$ cat config.mk
export PLATFORM = sky130hd
export DESIGN_NAME = mul_div_unit
export DESIGN_NICKNAME = d
export VERILOG_FILES = /design/src/rtl/mul_div_unit.sv
export SDC_FILE = /design/constraint.sdc
export NUM_CORES = 1
export LEC_CHECK = 0
export ABC_AREA = 0
export ABC_CLOCK_PERIOD_IN_PS = 8250
export BUFFER_PORTS_ARGS = -buffer_cell sky130_fd_sc_hd__buf_2
export CORE_UTILIZATION = 39
export DETAILED_ROUTE_END_ITERATION = 8
export GPL_ROUTABILITY_DRIVEN = 0
export HOLD_SLACK_MARGIN = 0.1
export SLEW_MARGIN = 10
export SYNTH_ARGS = -nofsm -noshare
export SYNTH_HDL_FRONTEND = slang
export SYNTH_SLANG_ARGS = --single-unit
$ cat constraint.sdc
create_clock -name clk -period 8.25 [get_ports clk]
set_input_delay 1.65 -clock clk [delete_from_list [all_inputs] [get_ports clk]]
set_output_delay 1.65 -clock clk [all_outputs]
set_load 0.05 [all_outputs]
$ cat src/rtl/mul_div_unit.sv
// mul_div_unit: iterative 32-bit multiply/divide execution unit for KGP-RISC.
//
// Takes the two register-file read operands, computes the result over multiple cycles and
// drives the register-file write port for one cycle on completion. The issue stage stalls
// while busy is high.
//
// Ports
//   clk            clock, all state updates on posedge
//   rst            asynchronous active-low reset
//   start          issue request, sampled only in IDLE
//   op             00 MUL low, 01 MUL high, 10 DIV quotient, 11 DIV remainder
//   src_a, src_b   operands (multiplicand/dividend, multiplier/divisor)
//   dest_reg       destination register index
//   sign_en        (SIGNED_OPS_EN only) treat operands as two's complement, sampled with start
//   busy           high while an operation is in flight (RUN and DONE)
//   done           one-cycle completion pulse
//   wb_reg_write   register-file write enable, equal to done
//   wb_write_reg   destination index captured at start
//   wb_write_data  selected result, held until the next completion
//
// Build option: define SIGNED_OPS_EN to add the sign_en port and signed operation support.
//
// Timing: the accepting edge E0 loads the operands. Edges E0+1..E0+WIDTH each perform one
// iteration. Edge E0+WIDTH+1 applies sign correction and result selection, loads wb_*, and
// enters DONE. A divide by zero skips the iterations, so DONE is entered on E0+1.
module mul_div_unit #(
  parameter int unsigned WIDTH      = 32,
  parameter int unsigned REG_ADDR_W = 5
) (
  input  logic                  clk,
  input  logic                  rst,
  input  logic                  start,
  input  logic [1:0]            op,
  input  logic [WIDTH-1:0]      src_a,
  input  logic [WIDTH-1:0]      src_b,
  input  logic [REG_ADDR_W-1:0] dest_reg,
`ifdef SIGNED_OPS_EN
  input  logic                  sign_en,
`endif
  output logic                  busy,
  output logic                  done,
  output logic                  wb_reg_write,
  output logic [REG_ADDR_W-1:0] wb_write_reg,
  output logic [WIDTH-1:0]      wb_write_data
);

  localparam int unsigned CntW = $clog2(WIDTH + 1);
  localparam logic [CntW-1:0] CntFinal = CntW'(WIDTH);

  typedef enum logic [1:0] {StIdle, StRun, StDone} state_e;

  state_e                  state_q, state_d;
  logic [1:0]              op_q, op_d;
  logic [REG_ADDR_W-1:0]   dest_q, dest_d;
  logic [WIDTH-1:0]        opnd_q, opnd_d;   // multiplicand or divisor magnitude
  logic [2*WIDTH-1:0]      acc_q, acc_d;     // product, or {remainder, quotient}
  logic [CntW-1:0]         cnt_q, cnt_d;
  logic                    neg_a_q, neg_a_d;
  logic                    neg_b_q, neg_b_d;
  logic                    dz_q, dz_d;
  logic [REG_ADDR_W-1:0]   wb_reg_q, wb_reg_d;
  logic [WIDTH-1:0]        wb_data_q, wb_data_d;

  // Operand magnitudes used at acceptance
  logic             sign_req;
  logic             sa, sb;
  logic [WIDTH-1:0] mag_a, mag_b;

  always_comb begin
`ifdef SIGNED_OPS_EN
    sign_req = sign_en;
`else
    sign_req = 1'b0;
`endif
    sa    = sign_req & src_a[WIDTH-1];
    sb    = sign_req & src_b[WIDTH-1];
    mag_a = sa ? -src_a : src_a;
    mag_b = sb ? -src_b : src_b;
  end

  // One shift-add multiply step: add multiplicand to the upper half when the current
  // multiplier bit is set, then shift the whole product right.
  logic [WIDTH:0]     mul_sum;
  logic [2*WIDTH-1:0] mul_next;
  // One restoring divide step: the trial value is the remainder shifted left with the next
  // dividend bit brought in; it needs WIDTH+1 bits before the compare.
  logic [WIDTH:0]     div_trial;
  logic [WIDTH:0]     div_diff;
  logic               div_ge;
  logic [2*WIDTH-1:0] div_next;

  always_comb begin
    mul_sum   = {1'b0, acc_q[2*WIDTH-1:WIDTH]} + (acc_q[0] ? {1'b0, opnd_q} : '0);
    mul_next  = {mul_sum, acc_q[WIDTH-1:1]};
    div_trial = acc_q[2*WIDTH-1:WIDTH-1];
    div_diff  = div_trial - {1'b0, opnd_q};
    div_ge    = div_trial >= {1'b0, opnd_q};
    div_next  = {(div_ge ? div_diff[WIDTH-1:0] : div_trial[WIDTH-1:0]),
                 acc_q[WIDTH-2:0], div_ge};
  end

  // Result selection with sign correction
  logic [2*WIDTH-1:0] prod_s;
  logic [WIDTH-1:0]   quo_s, rem_s, result;

  always_comb begin
    prod_s = (neg_a_q ^ neg_b_q) ? -acc_q : acc_q;
    quo_s  = (neg_a_q ^ neg_b_q) ? -acc_q[WIDTH-1:0] : acc_q[WIDTH-1:0];
    rem_s  = neg_a_q ? -acc_q[2*WIDTH-1:WIDTH] : acc_q[2*WIDTH-1:WIDTH];
    if (dz_q) begin
      // No iterations ran: the low half still holds |src_a|, so restoring its sign
      // reproduces src_a exactly (including the most negative value).
      quo_s = '1;
      rem_s = neg_a_q ? -acc_q[WIDTH-1:0] : acc_q[WIDTH-1:0];
    end
    unique case (op_q)
      2'b00:   result = prod_s[WIDTH-1:0];
      2'b01:   result = prod_s[2*WIDTH-1:WIDTH];
      2'b10:   result = quo_s;
      2'b11:   result = rem_s;
      default: result = '0;
    endcase
  end

  always_comb begin
    state_d   = state_q;
    op_d      = op_q;
    dest_d    = dest_q;
    opnd_d    = opnd_q;
    acc_d     = acc_q;
    cnt_d     = cnt_q;
    neg_a_d   = neg_a_q;
    neg_b_d   = neg_b_q;
    dz_d      = dz_q;
    wb_reg_d  = wb_reg_q;
    wb_data_d = wb_data_q;

    unique case (state_q)
      StIdle: begin
        if (start) begin
          op_d    = op;
          dest_d  = dest_reg;
          cnt_d   = '0;
          neg_a_d = sa;
          neg_b_d = sb;
          dz_d    = op[1] && (src_b == '0);
          if (op[1]) begin
            opnd_d = mag_b;
            acc_d  = {{WIDTH{1'b0}}, mag_a};
          end else begin
            opnd_d = mag_a;
            acc_d  = {{WIDTH{1'b0}}, mag_b};
          end
          state_d = StRun;
        end
      end
      StRun: begin
        if (dz_q || (cnt_q == CntFinal)) begin
          wb_reg_d  = dest_q;
          wb_data_d = result;
          state_d   = StDone;
        end else begin
          acc_d = op_q[1] ? div_next : mul_next;
          cnt_d = cnt_q + 1'b1;
        end
      end
      StDone: begin
        state_d = StIdle;
      end
      default: begin
        state_d = StIdle;
      end
    endcase
  end

  always_ff @(posedge clk or negedge rst) begin
    if (!rst) begin
      state_q   <= StIdle;
      op_q      <= '0;
      dest_q    <= '0;
      opnd_q    <= '0;
      acc_q     <= '0;
      cnt_q     <= '0;
      neg_a_q   <= 1'b0;
      neg_b_q   <= 1'b0;
      dz_q      <= 1'b0;
      wb_reg_q  <= '0;
      wb_data_q <= '0;
    end else begin
      state_q   <= state_d;
      op_q      <= op_d;
      dest_q    <= dest_d;
      opnd_q    <= opnd_d;
      acc_q     <= acc_d;
      cnt_q     <= cnt_d;
      neg_a_q   <= neg_a_d;
      neg_b_q   <= neg_b_d;
      dz_q      <= dz_d;
      wb_reg_q  <= wb_reg_d;
      wb_data_q <= wb_data_d;
    end
  end

  assign busy          = (state_q != StIdle);
  assign done          = (state_q == StDone);
  assign wb_reg_write  = done;
  assign wb_write_reg  = wb_reg_q;
  assign wb_write_data = wb_data_q;

endmodule

==> results.cfg <==
[outcome]
outcome = finished, final reports clean

[floorplanning]
die_w_um = 173
die_area_um2 = 30000
ios = 114
rows = 62
die-height_um = 173
start_util_pct = 39.7
core-area_um2 = 28800

[timing]
finalSetupViolations = 0
fmax_ghz = 0.248
fin_crit_ns = 4.03
finalHoldViolCount = 0
slew_violations = 0
period_share_pct = 48.8
fin_skew_ns = 0.0104
rsz0062_at_grt = no
worst_pin_slew_ns = 1.25
relSlewSlack_pct = 16.3
fin_setup_tns_ns = 0

[layout]
nets = 1584
largest-register = acc_q
utilization_pct = 44.4
largest_reg_flops = 64
syn2layout_area_growth_pct = 12.0
layout-drive-gt1-share_pct = 14.0
diodes = 0

[yosys]
syn_area_um2 = 11400
ys_types = 68
synthCells = 1388
ys_warn_count = 0
ys.flop_type = dfrtp_1
ys_seq_area_share_pct = 32.7
synth_edf_count = 0
synth_seq_cells = 149
synthArstFlopShare_pct = 100
syn-num-nets = 1530
avgSynthCellArea_um2 = 8.23

[routing]
num_vias = 10400
drc = 0
first_pass_iters = 5
via_per_inst = 5.65
routed_wl_mm = 34.9
first_iter_violations = 792
wl_per_cell_um = 19.0
final_antenna_net_count = 0

[grt]
grt_use_total_pct = 23.7
grt_max_degree = 91
grt-ovfl-total = 0
grt_pass1_wl_mm = 56.0
antenna_found_initial = 0
grt_pass1_vias = 9916

[worst_hold_path]
hp-class = reg -> reg

[setup_path]
cp_max_fo = 35
cp-end-kind = flop
crit_type = reg -> reg
cp.arrival_ns = 4.37
worstPathRequired_ns = 8.59
startpoint_type = flop

[clock_network]
cts_setup_buffers = 0
clock_latency_ns = 0.43
cts_made_buffers = 17
root_buffer = clkbuf_16
clkTransAtPathRegs_ns = 0.06
holdBufCountCts = 0
cts_max_level = 4
cts_tree = yes
cts_sinks = 149
cts_resized = 0
clk_path_buf_depth = 2

[placement]
portBuffers = 113
dpl.hpwl_mm = 25.8

[job]
drv_cap = 0
-- cell type report --
| cell class | instances | area [µm²] |
|---|---|---|
| flip-flops and latches | 149 | 3730 |
| repair buffers | 123 | 649 |
| well taps | 384 | 480 |
| fillers | 2852 | 16000 |
| inverters | 59 | 221 |
| clock inverters | 8 | 103 |
| multi-input cells | 1092 | 7140 |
| clock buffers | 23 | 468 |
-- Yosys cell counts, types with 34 or more instances --
master,n,area share [%]
nand2_1,233,7.7
clkbuf_1,70,2.3
o21ai_0,177,7.8
ha_1,66,7.2
and2_1,35,1.9
a21o_1,37,2.4
mux2_2,34,3.4
dfrtp_1,149,33
inv_1,59,1.9
a21oi_1,70,3.1
mux2i_1,83,7.3
nor2_1,57,1.9
-- layout by cell type (no fill, tap or decap), drive strengths merged, types with 18 or more instances in the layout --
master,Yosys,layout
xor2,25,25
buf,18,123
ha,66,66
nand4,18,18
dfrtp,149,149
and2,36,36
nand2,233,233
mux2,34,34
a21o,37,37
o22ai,33,33
mux2i,83,83
o21ai,182,182
inv,59,59
a21oi,70,70
xnor2,31,31
nor2,57,57
clkbuf,70,23
-- metal layers --
layer / routed length [µm] / GRT usage [%]
met1: 17300 / 35.6
met2: 14900 / 35.6
met3: 2020 / 2.79
met4: 664 / 6.71
met5: 0 / 0
-- worst max-delay path, cell delays in order (launching register included) --
cell and delay [ns]:
dfrtp_1 0.99, and2_1 0.24, ha_1 0.18, inv_1 0.06, fa_1 0.39, nand2b_1 0.19, a21oi_1 0.28, o211ai_1 0.19
a311oi_2 0.42, o21a_1 0.19, a31oi_2 0.15, o31ai_4 0.31, a2111oi_0 0.15, a211oi_1 0.19
-- through the flow --
stage / cells / hold WS [ns] / cell area [µm²] / setup slack, ns
3_3_place_gp: 1807 / 0.457 / 12200 / 4.39
5_1_grt: 1838 / 0.504 / 12800 / 3.90
3_5_place_dp: 1807 / 0.456 / 12200 / 4.27
6_report: 1838 / 0.475 / 12800 / 4.22
2_1_floorplan: 1388 / 0.439 / 11400 / 5.16
4_1_cts: 1838 / 0.480 / 12800 / 4.22
-- cells by family after synthesis --
| kind of cell | share of synthesized area [%] |
|---|---|
| AO/OA/AOI/OAI | 23.0 |
| AND/OR/NAND/NOR | 16.8 |
| XOR/XNOR | 4.30 |
| buffers and inverters | 5.06 |
| adder cells (fa/ha/maj) | 7.58 |
| multiplexers | 10.6 |
| flip-flops | 32.7 |
-- worst paths after layout --
path | startpoint | end | slack [ns] | cells past startpoint
worst max-delay path | acc_q[0] | acc_q[63] | 4.22 | 13
max in group asynchronous | rst | op_q[1] | 5.66 | 2
worst min-delay path | wb_write_data[4] | wb_write_data[4] | 0.48 | 2
worst max register to register | acc_q[0] | acc_q[63] | 4.22 | 13
worst min register to register | wb_write_data[4] | wb_write_data[4] | 0.48 | 2
min in group asynchronous | rst | acc_q[60] | 1.23 | 1
Power is left out: the tool's default activity adds up to more than one toggle a clock period on the data nets, which glitch-free logic cannot reach.
